### src/rtl/serial_pkg.sv
// rtl/serial_pkg.sv - shared types, constants and helpers for the serial transmitter
// Contents:
//   tx_state_t   : transmitter FSM states
//   PARITY_*     : parity mode encodings for the parity parameter
//   baud_divisor : clock cycles per bit, truncated

package serial_pkg;

  typedef enum logic [2:0] {
    IDLE,
    START,
    DATA,
    PARITY,
    STOP
  } tx_state_t;

  localparam int PARITY_NONE = 0;
  localparam int PARITY_ODD  = 1;
  localparam int PARITY_EVEN = 2;

  function automatic int baud_divisor(input int clk_hz, input int baud_hz);
    return clk_hz / baud_hz;
  endfunction

endpackage

### src/rtl/sync_fifo.sv
// rtl/sync_fifo.sv - single-clock FIFO with registered ready and occupancy output
// Ports:
//   clk, rst_n                  : clock, asynchronous active-low reset
//   in_tdata/in_tvalid/in_tready : write side; transfer when valid && ready
//   out_tdata/out_tvalid        : head word (show-ahead) and non-empty flag
//   out_tready                  : pop the head word this cycle
//   count                       : current occupancy, 0..DEPTH

module sync_fifo #(
  parameter int WIDTH = 8,
  parameter int DEPTH = 16,
  localparam int AW = $clog2(DEPTH),
  localparam int CW = AW + 1
) (
  input  logic             clk,
  input  logic             rst_n,
  input  logic [WIDTH-1:0] in_tdata,
  input  logic             in_tvalid,
  output logic             in_tready,
  output logic [WIDTH-1:0] out_tdata,
  output logic             out_tvalid,
  input  logic             out_tready,
  output logic [CW-1:0]    count
);

  if ((DEPTH < 2) || ((DEPTH & (DEPTH - 1)) != 0)) begin : g_depth_check
    $error("sync_fifo: DEPTH must be a power of two and at least 2");
  end

  logic [WIDTH-1:0] mem [DEPTH];
  logic [AW-1:0]    wr_ptr;
  logic [AW-1:0]    rd_ptr;
  logic             push;
  logic             pop;
  logic [CW-1:0]    count_next;

  assign out_tvalid = (count != '0);
  assign out_tdata  = mem[rd_ptr];
  assign push       = in_tvalid && in_tready;
  assign pop        = out_tready && out_tvalid;
  assign count_next = count + CW'(push) - CW'(pop);

  // Ready is registered from the next occupancy so it drops on the same edge
  // that fills the last free slot, and stays low throughout reset.
  always_ff @(posedge clk or negedge rst_n) begin
    if (!rst_n) begin
      wr_ptr    <= '0;
      rd_ptr    <= '0;
      count     <= '0;
      in_tready <= 1'b0;
    end else begin
      if (push) wr_ptr <= wr_ptr + AW'(1);
      if (pop)  rd_ptr <= rd_ptr + AW'(1);
      count     <= count_next;
      in_tready <= (count_next < CW'(DEPTH));
    end
  end

  always_ff @(posedge clk) begin
    if (push) mem[wr_ptr] <= in_tdata;
  end

endmodule

### src/rtl/serial_output_fifo.sv
// rtl/serial_output_fifo.sv - buffered UART transmitter with CTS-gated frame start
// Ports:
//   clk, rst_n         : clock, asynchronous active-low reset
//   in1/in1_stb/in1_ack : word input stream; transfer when stb && ack
//   cts                : asynchronous clear-to-send, sampled only between frames
//   tx                 : serial line, idle high, registered
//   busy               : frame in progress or words still buffered
//   fill_level         : current FIFO occupancy

module serial_output_fifo
  import serial_pkg::*;
#(
  parameter int clock_frequency = 50000000,
  parameter int baud_rate       = 2000000,
  parameter int data_bits       = 8,
  parameter int parity          = 0,
  parameter int stop_bits       = 1,
  parameter int fifo_depth      = 16,
  localparam int FILL_W = $clog2(fifo_depth) + 1
) (
  input  logic                 clk,
  input  logic                 rst_n,
  input  logic [data_bits-1:0] in1,
  input  logic                 in1_stb,
  output logic                 in1_ack,
  input  logic                 cts,
  output logic                 tx,
  output logic                 busy,
  output logic [FILL_W-1:0]    fill_level
);

  localparam int D      = baud_divisor(clock_frequency, baud_rate);
  localparam int BAUD_W = $clog2(D);
  localparam int BIT_W  = 4;

  localparam logic [BAUD_W-1:0] BAUD_LOAD = BAUD_W'(D - 1);

  if (D < 2) begin : g_div_check
    $error("serial_output_fifo: clock_frequency / baud_rate must be at least 2");
  end
  if ((data_bits < 5) || (data_bits > 9)) begin : g_bits_check
    $error("serial_output_fifo: data_bits must be 5..9");
  end
  if ((parity < 0) || (parity > 2)) begin : g_par_check
    $error("serial_output_fifo: parity must be 0, 1 or 2");
  end
  if ((stop_bits < 1) || (stop_bits > 2)) begin : g_stop_check
    $error("serial_output_fifo: stop_bits must be 1 or 2");
  end

  // CTS synchroniser
  logic cts_m;
  logic cts_s;

  always_ff @(posedge clk or negedge rst_n) begin
    if (!rst_n) begin
      cts_m <= 1'b0;
      cts_s <= 1'b0;
    end else begin
      cts_m <= cts;
      cts_s <= cts_m;
    end
  end

  // Word buffer
  logic [data_bits-1:0] head;
  logic                 head_valid;
  logic                 pop;

  sync_fifo #(
    .WIDTH (data_bits),
    .DEPTH (fifo_depth)
  ) u_fifo (
    .clk        (clk),
    .rst_n      (rst_n),
    .in_tdata   (in1),
    .in_tvalid  (in1_stb),
    .in_tready  (in1_ack),
    .out_tdata  (head),
    .out_tvalid (head_valid),
    .out_tready (pop),
    .count      (fill_level)
  );

  // Transmitter state
  tx_state_t            state,    state_next;
  logic [BAUD_W-1:0]    baud_cnt, baud_next;
  logic [BIT_W-1:0]     bit_cnt,  bit_next;
  logic                 stop_cnt, stop_next;
  logic [data_bits-1:0] shift_reg, shift_next;
  logic                 par_bit,  par_next;
  logic                 tx_next;
  logic                 baud_done;

  assign baud_done = (baud_cnt == '0);

  always_ff @(posedge clk or negedge rst_n) begin
    if (!rst_n) begin
      state     <= IDLE;
      baud_cnt  <= '0;
      bit_cnt   <= '0;
      stop_cnt  <= 1'b0;
      shift_reg <= '0;
      par_bit   <= 1'b0;
      tx        <= 1'b1;
    end else begin
      state     <= state_next;
      baud_cnt  <= baud_next;
      bit_cnt   <= bit_next;
      stop_cnt  <= stop_next;
      shift_reg <= shift_next;
      par_bit   <= par_next;
      tx        <= tx_next;
    end
  end

  always_comb begin
    state_next = state;
    baud_next  = baud_cnt;
    bit_next   = bit_cnt;
    stop_next  = stop_cnt;
    shift_next = shift_reg;
    par_next   = par_bit;
    tx_next    = tx;
    pop        = 1'b0;

    case (state)
      IDLE: begin
        // CTS only gates the start of a frame; a frame once begun always completes.
        if (head_valid && cts_s) begin
          pop        = 1'b1;
          shift_next = head;
          par_next   = (^head) ^ (parity == PARITY_ODD);
          baud_next  = BAUD_LOAD;
          tx_next    = 1'b0;
          state_next = START;
        end
      end

      START: begin
        if (baud_done) begin
          tx_next    = shift_reg[0];
          shift_next = shift_reg >> 1;
          bit_next   = BIT_W'(data_bits - 1);
          baud_next  = BAUD_LOAD;
          state_next = DATA;
        end else begin
          baud_next = baud_cnt - BAUD_W'(1);
        end
      end

      DATA: begin
        // bit_cnt holds the number of data bits still to go after the one on the line.
        if (baud_done) begin
          baud_next = BAUD_LOAD;
          if (bit_cnt == '0) begin
            if (parity != PARITY_NONE) begin
              tx_next    = par_bit;
              state_next = PARITY;
            end else begin
              tx_next    = 1'b1;
              stop_next  = 1'(stop_bits - 1);
              state_next = STOP;
            end
          end else begin
            tx_next    = shift_reg[0];
            shift_next = shift_reg >> 1;
            bit_next   = bit_cnt - BIT_W'(1);
          end
        end else begin
          baud_next = baud_cnt - BAUD_W'(1);
        end
      end

      PARITY: begin
        if (baud_done) begin
          tx_next    = 1'b1;
          stop_next  = 1'(stop_bits - 1);
          baud_next  = BAUD_LOAD;
          state_next = STOP;
        end else begin
          baud_next = baud_cnt - BAUD_W'(1);
        end
      end

      STOP: begin
        if (baud_done) begin
          if (stop_cnt == 1'b0) begin
            state_next = IDLE;
          end else begin
            stop_next = 1'b0;
            baud_next = BAUD_LOAD;
          end
        end else begin
          baud_next = baud_cnt - BAUD_W'(1);
        end
      end

      default: begin
        tx_next    = 1'b1;
        state_next = IDLE;
      end
    endcase
  end

  assign busy = (state != IDLE) || (fill_level != '0);

endmodule

### config.mk
export PLATFORM = sky130hd
export DESIGN_NAME = serial_output_fifo
export DESIGN_NICKNAME = d
export VERILOG_FILES = /design/src/rtl/serial_pkg.sv /design/src/rtl/sync_fifo.sv /design/src/rtl/serial_output_fifo.sv
export SDC_FILE = /design/constraint.sdc
export NUM_CORES = 1
export LEC_CHECK = 0
export BUFFER_PORTS_ARGS = -buffer_cell sky130_fd_sc_hd__buf_2
export CORE_MARGIN = 2
export CORE_UTILIZATION = 60
export DETAILED_ROUTE_END_ITERATION = 8
export PLACE_DENSITY = 0.75
export SLEW_MARGIN = 15
export SYNTH_ARGS = -nofsm -noshare
export SYNTH_HDL_FRONTEND = slang
export SYNTH_SLANG_ARGS = --single-unit
export TNS_END_PERCENT = 5
### constraint.sdc
create_clock -name clk -period 7.5 [get_ports clk]
set_input_delay 1.125 -clock clk [delete_from_list [all_inputs] [get_ports clk]]
set_output_delay 1.125 -clock clk [all_outputs]
set_load 0.02 [all_outputs]
# Yosys cells after proc, flatten, opt, wreduce, memory -nomap -nowiden
# Memories as Yosys holds them, arrays and structs flattened.
# Cells that the tools add are included.
[totals]
reg_bits = 38
ramBits = 128
out_inout_bits = 8
memories = 1
[memory_table]
columns = ["name", "words", "width", "rd", "rd_ports_with_merged_regs", "write_ports", "line_no", "source"]
rows = [
  ["u_fifo.mem", 16, 8, 1, 0, 1, "sync_fifo.sv:30", "logic [WIDTH-1:0] mem [DEPTH];"],
]
[classes]
n_lt_le_gt_ge = 1
muxes = 36
eq_ne = 14
n_reduce_logical = 21
add_sub_neg = 6
bitwise = 1
[op_table]
columns = ["op", "count"]
rows = [
  ["2-to-1 mux 8 bit", 4],
  ["case mux 8 bit (3 select lines)", 1],
  ["2-to-1 mux 3 bit", 7],
  ["2-to-1 mux 5 bit", 4],
  ["!= test 2 bit, second input constant", 8],
  ["case mux 3 bit (5 select lines)", 1],
  ["case mux 5 bit (3 select lines)", 1],
  ["2-to-1 mux 1 bit", 12],
  ["2-to-1 mux 4 bit", 3],
  ["AND reduction 5 bit", 2],
  ["nonzero test 3 bit", 3],
  ["adder 4 x 1 -> 4 bit, second input constant", 2],
  ["case mux 4 bit (2 select lines)", 1],
  ["AND reduction 4 bit", 2],
  ["AND reduction 7 bit", 1],
  ["equality test 3 x 2 -> 1 bit, second input constant", 2],
  ["adder 5 x 1 -> 5 bit", 1],
  ["zero test 5 bit", 1],
  ["< comparator 5 bit, second input constant", 1],
  ["case mux 1 bit (5 select lines)", 1],
  ["nonzero test 5 bit", 1],
  ["subtractor 5 x 1 -> 5 bit", 1],
  ["subtractor 5 x 1 -> 5 bit, second input constant", 1],
  ["zero test 4 bit", 1],
  ["14 further kinds", 17],
]

# Logic depth before layout (Yosys ltp)
# Gate-level depths: netlist of the first run.
[depth]
ltp_word = 7
mapped_depth = 15
ltp_nobuf = 15

# Modules after synthesis
# Synthesis of the first run repeated with hierarchy kept, for this count alone.
[hier_totals]
cells_unflattened = 413
area_unflattened_um2 = 7045.5
[modules_own_cells]
columns = ["module", "seq_area_each_um2", "instances", "cells_each", "area_each_um2"]
rows = [
  ["sync_fifo", 4194.0, 1, 281, 5677.9],
  ["serial_output_fifo", 576.8, 1, 132, 1367.6],
]

# Least setup slack after synthesis of the first run
# No wires, ideal clock.
[synth_path]
path_kind = "reg2reg"
from = "reg u_fifo.count[3]"
to = "reg u_fifo.in_tready"
setup_ns = 0.132
stages_incl_launch_ff = 16
arrival_ns = 2.873
t_required_ns = 7.368
slack_ns = 4.495
path_buffers = 0
synth_period_minus_slack_ns = 3.005
cell_sequence = "dfrtp_1 inv_1 ha_1 or4b_2 nand3_1 inv_1 ha_1 inv_1 ha_1 inv_1 fa_1 inv_1 a21oi_1 nor2_1 nor2_1 xor2_1"
[synth_via]
elab_chain_len = 7
[synth_rtl]
columns = ["element", "line_no", "source"]
rows = [
  ["start: declaration", "sync_fifo.sv:23", "output logic [CW-1:0] count"],
  ["start signal: assignment", "sync_fifo.sv:54", "count <= count_next;"],
  ["nonzero test 5 bit (*)", "sync_fifo.sv:37", "assign out_tvalid = (count != '0);"],
  ["logical AND 1 bit", "serial_output_fifo.sv:130", "if (head_valid && cts_s) begin"],
  ["2-to-1 mux 1 bit", "serial_output_fifo.sv:130", ""],
  ["2-to-1 mux 1 bit", "serial_output_fifo.sv:127", "case (state)"],
  ["logical AND 1 bit (*)", "sync_fifo.sv:40", "assign pop = out_tready && out_tvalid;"],
  ["net u_fifo.pop", "sync_fifo.sv:34", "logic pop;"],
  ["subtractor 5 x 1 -> 5 bit (*)", "sync_fifo.sv:41", "assign count_next = count + CW'(push) - CW'(pop);"],
  ["< comparator 5 bit (*)", "sync_fifo.sv:55", "in_tready <= (count_next < CW'(DEPTH));"],
  ["end signal: assignment", "sync_fifo.sv:55", ""],
  ["end: declaration", "sync_fifo.sv:19", "output logic in_tready,"],
]
# The timed path passes the listed nets; every way through them passes the cells marked *.
# A chain may end at the register's enable or synchronous reset.

# Worst setup path after layout of the first run
[layout_path]
from = "reg u_fifo.count[3]"
to = "out busy"
[layout_via]
elab_chain_len = 2
[layout_rtl]
columns = ["element", "line_no", "source"]
rows = [
  ["nonzero test 5 bit", "serial_output_fifo.sv:206", "assign busy = (state != IDLE) || (fill_level != '0);"],
  ["logical OR 1 bit", "serial_output_fifo.sv:206", ""],
  ["end: declaration", "serial_output_fifo.sv:28", "output logic busy,"],
]
# No other way between the ends.

==> results of run 1 <==
## final cells by class
cell class / instances / share of cell area (%)
Tap cell: 143 / 2.33
Multi-Input combinational cell: 249 / 25.6
Timing Repair Buffer: 20 / 1.34
Inverter: 18 / 0.880
Clock buffer: 17 / 5.54
Sequential cell: 165 / 62.2
Clock inverter: 15 / 2.14
## metrics by stage
step | util, % | std cells
after floorplan | - | 452
after global placement | 62.6 | 595
after detailed placement | 62.6 | 595
after CTS | 67.9 | 627
after global routing | 68.1 | 627
final | 68.1 | 627
## per-layer routing
| metal | global-route usage (%) | part of all wire, % |
|---|---|---|
| met1 | 31.0 | 42 |
| met2 | 37.2 | 50 |
| met3 | 5.80 | 5.3 |
| met4 | 8.83 | 2.3 |
| met5 | 0 | 0 |
## cells in the final DEF, fill, tap and decap left out, drive strengths merged, types with 3 or more instances in the layout
cell,count
buf,20
clkinv,8
bufinv,3
ha,13
mux4,5
mux2i,57
inv,18
dfrtp,36
nor2,33
clkbuf,17
xnor2,11
a21oi,6
edfxtp,128
o21ai,7
a22oi,28
o211ai,3
nor2b,4
nor3,8
a31oi,8
nand3,9
nand2b,3
and2,3
nand2,18
a32oi,7
xor2,5
clkinvlp,4
## worst max-delay path, cell delays in order, from the launching register on
cell	delay, ps
dfrtp_1	400
inv_1	90
ha_1	130
or4b_2	670
or3_1	370
buf_2	160
## logic make-up after synthesis
kind of cell	synth area share, %
flops	69.5
buf+inv	2.24
compound gates	7.25
simple gates	6.36
mux	9.95
xor+xnor	2.04
fa+ha+maj	2.66
## power groups by stage
stage / registers, mW / clock network (mW) / logic, mW
CTS: 1.26 / 0.860 / 0.841
global placement: 1.26 / 0 / 0.803
floorplan: 1.23 / 0 / 0.654
finish: 1.26 / 0.857 / 0.840
global route: 1.28 / 0.904 / 0.933
detailed placement: 1.27 / 0 / 0.834
## worst min-delay path by stage
stage | slack, ps | endpoint | cells past startpoint | from
final | 360 | cts_s | 0 | cts_m
after global routing | 370 | cts_s | 0 | cts_m
after CTS | 360 | cts_s | 0 | cts_m
after detailed placement | 340 | cts_s | 0 | cts_m
after global placement | 330 | cts_s | 0 | cts_m
after floorplan | 330 | cts_s | 0 | cts_m
==> metrics.yaml, run 1 <==
status: "completed"
dp_slack_ps: 4360
cp.arrival_ps: 2240
via_per_inst: 6.07
die_w_um: 111
critPathLaunchType: "register"
cp_max_fo: 5
critPathCaptureType: "output pin"
fin_setup_tns_ps: 0
wl_um: 13200
finClkSkew_ps: 10.9
setup.worst_path.start: "u_fifo.count[3]"
ant_nets: 0
grt_max_degree: 51
hold_class: "register to register"
ys_types: 45
ios: 20
via_count: 3804
numCtsBuffers: 17
synth_area_leaders: "edfxtp_1 (56%), dfrtp_1 (13%), mux2i_1 (8.3%)"
period_share_pct: 44.9
yosysTopAreaCell: "edfxtp_1"
cts.htree.levels: 4
clock_latency_ps: 420
slew_viol_final: 0
reg2reg_from: "u_fifo.count[3]"
seq_area_frac_synth_pct: 69.5
crit_type: "register to output pin"
hpwl_um: 8420
fp.dieH_um: 111
register_area_um2: 4770
p_sw_mw: 0.964
synthesis.area_um2: 6870
ff2ff_path_depth: 15
yosys.cell_count.top_type: "edfxtp_1"
pwr-share-clk_pct: 29.0
cts_resized: 0
routedWlPerCell_um: 21.0
firstDrtPassIters: 5
grt_pass1_wl_um: 21200
synth_ff_type: "edfxtp_1"
antenna_found_initial: 0
ys_ff_latch: 165
r2r-end: "u_fifo.in_tready"
avgSynthCellArea_um2: 15.2
grt_pass1_vias: 3976
cts_max_path_buffers: 2
finalWeightedCongestion: 0.822
fillers: 736
cts.sinks: 165
synthArstFlopShare_pct: 22.4
drt_iter0_drc: 343
synth_top_area_share_pct: 56.0
synth_edf_count: 128
swShare_pct: 32.6
synth_nets: 478
initial_core_util_pct: 60.9
final_area_um2: 7670
portBuffers: 19
finalSetupViolations: 0
num_antenna_cells: 0
fmax_ghz: 0.297
worst_pin_slew_ps: 1000
area_delta_synth_final_pct: 11.8
p_leak_nw: 2.74
num_rows: 39
hold_viol_final: 0
cts_hold_buf: 0
rsz0062_at_grt: "no"
tritoncts: "built"
timing.final.ws_setup_ps: 4130
slew_headroom_pct: 32.7
drc: 0
drive_above_1_share_pct: 14.3
core_um2: 11300
multiInputGateArea_um2: 1960
period_minus_slack_ps: 3370
root_buffer: "clkbuf_16"
netlist_instances: 452
internal_power_mw: 2.00
clk_pin_slew_ps: 60
post_cts_buffers: 0
yosysWarnings: 0
power.density_nw_per_um2: 386
overflow: 0
place_area_um2: 7060
die-area_um2: 12300
required_ps: 6380
reg2reg_slack_ps: 4360
largest_register_ffs: 128
max-vdd-ir-drop_mv: 0.315
p_total_mw: 2.96
max-cap-violations: 0
nets: 497
grt_usage_pct: 23.2
worstSetupEndpoint: "busy"
power_frac_seq_pct: 42.6
combPwrFrac_pct: 28.4
synth_commonest_cells: "edfxtp_1 (128), mux2i_1 (57), dfrtp_1 (36), nor2_1 (33), a22oi_1 (28)"
hold_ws_ps: 364
Power figures use the tool's default switching activity.
==> run 2, diff against run 1 <==
clock period = 3.1 ns   (was 7.5 ns; I/O delays follow)
==> metrics.yaml, run 2 (same netlist as run 1, synthesis figures left out) <==
max-vdd-ir-drop_mv: 0.634
numCtsBuffers: 17
required_ps: 3390
slew_viol_final: 0
finalWeightedCongestion: 0.826
fp.dieH_um: 111
reg2reg_from: "u_fifo.count[2]"
drt_iter0_drc: 263
via_per_inst: 5.91
tritoncts: "built"
grt_max_degree: 38
slew_headroom_pct: 44.9
grt_usage_pct: 22.2
status: "completed"
fin_cells: 644
firstDrtPassIters: 5
hold_viol_final: 0
max-cap-violations: 0
portBuffers: 19
root_buffer: "clkbuf_16"
via_count: 3807
drc: 0
hold_class: "input port to async pin"
final_common_cell: "edfxtp_1"
drive_above_1_share_pct: 16.4
cp.arrival_ps: 3080
grt_pass1_vias: 3823
worst_pin_slew_ps: 827
fin_setup_tns_ps: 0
p_leak_nw: 2.82
cts.sinks: 165
period_share_pct: 89.8
cts.htree.levels: 4
hpwl_um: 8310
nets: 514
crit_type: "register to register"
wl_um: 12700
area_delta_synth_final_pct: 13.0
finalSetupViolations: 0
core_um2: 11300
rsz0062_at_grt: "no"
power.density_nw_per_um2: 907
clock_latency_ps: 420
cts_hold_buf: 0
period_minus_slack_ps: 2780
setup.worst_path.start: "u_fifo.count[2]"
final_cell_mix: "edfxtp_1 (128), mux2i_1 (57), dfrtp_1 (35)"
fmax_ghz: 0.359
finClkSkew_ps: 10.6
overflow: 0
die_w_um: 111
grt_pass1_wl_um: 20500
place_inst: 612
largest_register_ffs: 128
ios: 20
critPathCaptureType: "register"
ant_nets: 0
num_rows: 39
routedWlPerCell_um: 19.8
clk_pin_slew_ps: 60
antenna_found_initial: 0
die-area_um2: 12300
hold_ws_ps: 147
cp_max_fo: 5
initial_core_util_pct: 60.9
critPathLaunchType: "register"
final_core_util_pct: 68.9
cts_max_path_buffers: 2
num_antenna_cells: 0
## run 2: path summary, 6_finish.rpt
kind | slack, ps | cells after the start | to
max | 320 | 15 | u_fifo.in_tready
min | 150 | 1 | bit_cnt[0]
max reg2reg | 320 | 15 | u_fifo.in_tready
min reg2reg | 360 | 0 | cts_s
max in group asynchronous | 2370 | 1 | u_fifo.rd_ptr[2]
min in group clk | 150 | 1 | cts_m
## run 2: final cells by class
class	instances	area [µm²]
tap	143	179
fill	743	3510
timing repair buffer	37	243
inverter	18	67.6
sequential	165	4770
clock buffer	17	425
multi-input combinational	249	1940
clock inverter	15	130
## run 2: timing repair
action | in CTS | in global routing
setup endpoints to repair | 0 | 2
setup buffers | 0 | 0
resized for setup | 0 | 1
## run 2: critical path: stages (launching register included)
cell and delay, ps:
dfrtp_1 400, inv_1 90, ha_1 130, or4b_4 500
nand3_1 130, inv_1 60, ha_1 270, inv_1 60
ha_1 160, inv_1 50, fa_1 400, inv_1 70
a21oi_1 60, nor2_1 90, nor2_1 70, xor2_1 140
## run 2: per-layer routing
metal,GRT usage [%],vias to the layer above,wire [µm]
li1,-,1793,-
met1,31.3,1888,5750
met2,34.1,113,6180
met3,6.40,13,666
met4,7.17,0,149
met5,0,-,0
## run 2: where the power goes
part           internal, mW  total [mW]  switching (mW)
logic                 0.894        2.03            1.14
clock network          1.11        1.94           0.832
registers              2.73        3.07           0.343
## run 2: through the flow
stage | setup WS, ps | power [mW] | instance area [µm²]
2_1_floorplan | 95.2 | 4.55 | 6870
3_3_place_gp | 195 | 5.04 | 7200
3_5_place_dp | 112 | 5.12 | 7200
4_1_cts | 95.5 | 7.07 | 7760
5_1_grt | 85.2 | 7.44 | 7760
6_report | 316 | 7.04 | 7760
==> run 3, diff against run 2 <==
CORE_UTILIZATION = 40   (was 60)
PLACE_DENSITY = 0.53   (was 0.75)
==> metrics.yaml, run 3 (same netlist as run 1, synthesis figures left out) <==
cts_hold_buf: 0
num_antenna_cells: 0
place_inst: 689
overflow: 0
cts_max_path_buffers: 2
root_buffer: "clkbuf_16"
hold_viol_final: 0
slew_viol_final: 0
clk_pin_slew_ps: 60
drc: 0
nets: 514
r2r-end: "u_fifo.in_tready"
initial_core_util_pct: 41.1
p_leak_nw: 2.81
swShare_pct: 33.0
dp_slack_ps: 43.2
critPathCaptureType: "register"
critPathSlowestCell: "or4b_4"
p_total_mw: 7.08
final_common_cell: "edfxtp_1"
fp.dieH_um: 135
tritoncts: "built"
path_cells: "inv_1 -> ha_1 -> or4b_4 -> nand3_1 -> inv_1 -> ha_1 -> inv_1 -> ha_1 -> inv_1 -> fa_1 -> inv_1 -> a21oi_1 -> nor2_1 -> nor2_1 -> xor2_1"
post_cts_buffers: 0
cp.arrival_ps: 3150
critPathMostFrequentCell: "inv_1"
final_cell_mix: "edfxtp_1 (128), mux2i_1 (57), dfrtp_1 (35)"
power_frac_seq_pct: 43.3
finClkSkew_ps: 8.16
drive_above_1_share_pct: 16.4
max-vdd-ir-drop_mv: 0.374
cts_resized: 0
power.density_nw_per_um2: 901
firstDrtPassIters: 4
antenna_found_initial: 0
worst_pin_slew_ps: 889
via_per_inst: 5.14
hold_class: "input port to register"
setup.worst_path.start: "u_fifo.count[2]"
slew_headroom_pct: 40.8
drt_iter0_drc: 238
core_um2: 16700
grt_pass1_vias: 3727
ff2ff_path_depth: 15
reg2reg_slack_ps: 260
num_rows: 47
final_core_util_pct: 47.1
largest_register_ffs: 128
reg2reg_from: "u_fifo.count[2]"
critPathLaunchType: "register"
rsz0062_at_grt: "no"
clock_latency_ps: 430
period_share_pct: 91.7
fin_cells: 721
worstSetupEndpoint: "u_fifo.in_tready"
max-cap-violations: 0
via_count: 3709
die-area_um2: 18200
grt_usage_pct: 15.8
die_w_um: 135
internal_power_mw: 4.75
status: "completed"
pwr-share-clk_pct: 27.8
grt_pass1_wl_um: 21300
p_sw_mw: 2.33
cts.htree.levels: 4
finalSetupViolations: 0
hpwl_um: 9010
hold_ws_ps: 143
combPwrFrac_pct: 28.8
required_ps: 3400
grt_max_degree: 38
critPathTopFamily: "adder cells"
finalWeightedCongestion: 0.786
crit_cells: 15
ios: 20
wl_um: 13300
cp_num_buf_inv: 5
ant_nets: 0
cp_max_fo: 5
place_area_um2: 7300
portBuffers: 19
min_from: "cts"
period_minus_slack_ps: 2840
fin_setup_tns_ps: 0
numCtsBuffers: 17
cts.sinks: 165
crit_type: "register to register"
slowest_delay_ps: 500
timing.final.ws_setup_ps: 257
area_delta_synth_final_pct: 14.5
final_area_um2: 7860
fmax_ghz: 0.352
routedWlPerCell_um: 18.4
## run 3: area by class of cell
type	count	area, µm²
timing repair buffer	37	243
tap	220	275
multi-input combinational	249	1940
inverter	18	67.6
clock buffer	18	429
fill	1489	8840
sequential	165	4770
clock inverter	14	129
## run 3: how the worst min path moves through the flow
stage               slack (ps)          end  depth (start not counted)
finish                     140        cts_m                          1
global route               130        cts_m                          1
CTS                        130        cts_m                          1
detailed placement         350        cts_s                          0
global placement           340        cts_s                          0
floorplan                  170  baud_cnt[0]                          0
## run 3: layer usage
layer | global-route usage [%] | routed length [µm] | vias up
li1 | - | - | 1786
met1 | 22.3 | 6570 | 1869
met2 | 24.3 | 6200 | 38
met3 | 3.49 | 299 | 16
met4 | 5.90 | 198 | 0
met5 | 0 | 0 | -
## run 3: power groups by stage
stage	Clock (mW)	Sequential, mW	Combinational (mW)
after floorplan	0	2.97	1.58
after global placement	0	3.11	2.02
after detailed placement	0	3.12	2.06
after CTS	2.01	3.07	2.07
after global routing	2.10	3.13	2.27
final	1.97	3.07	2.04
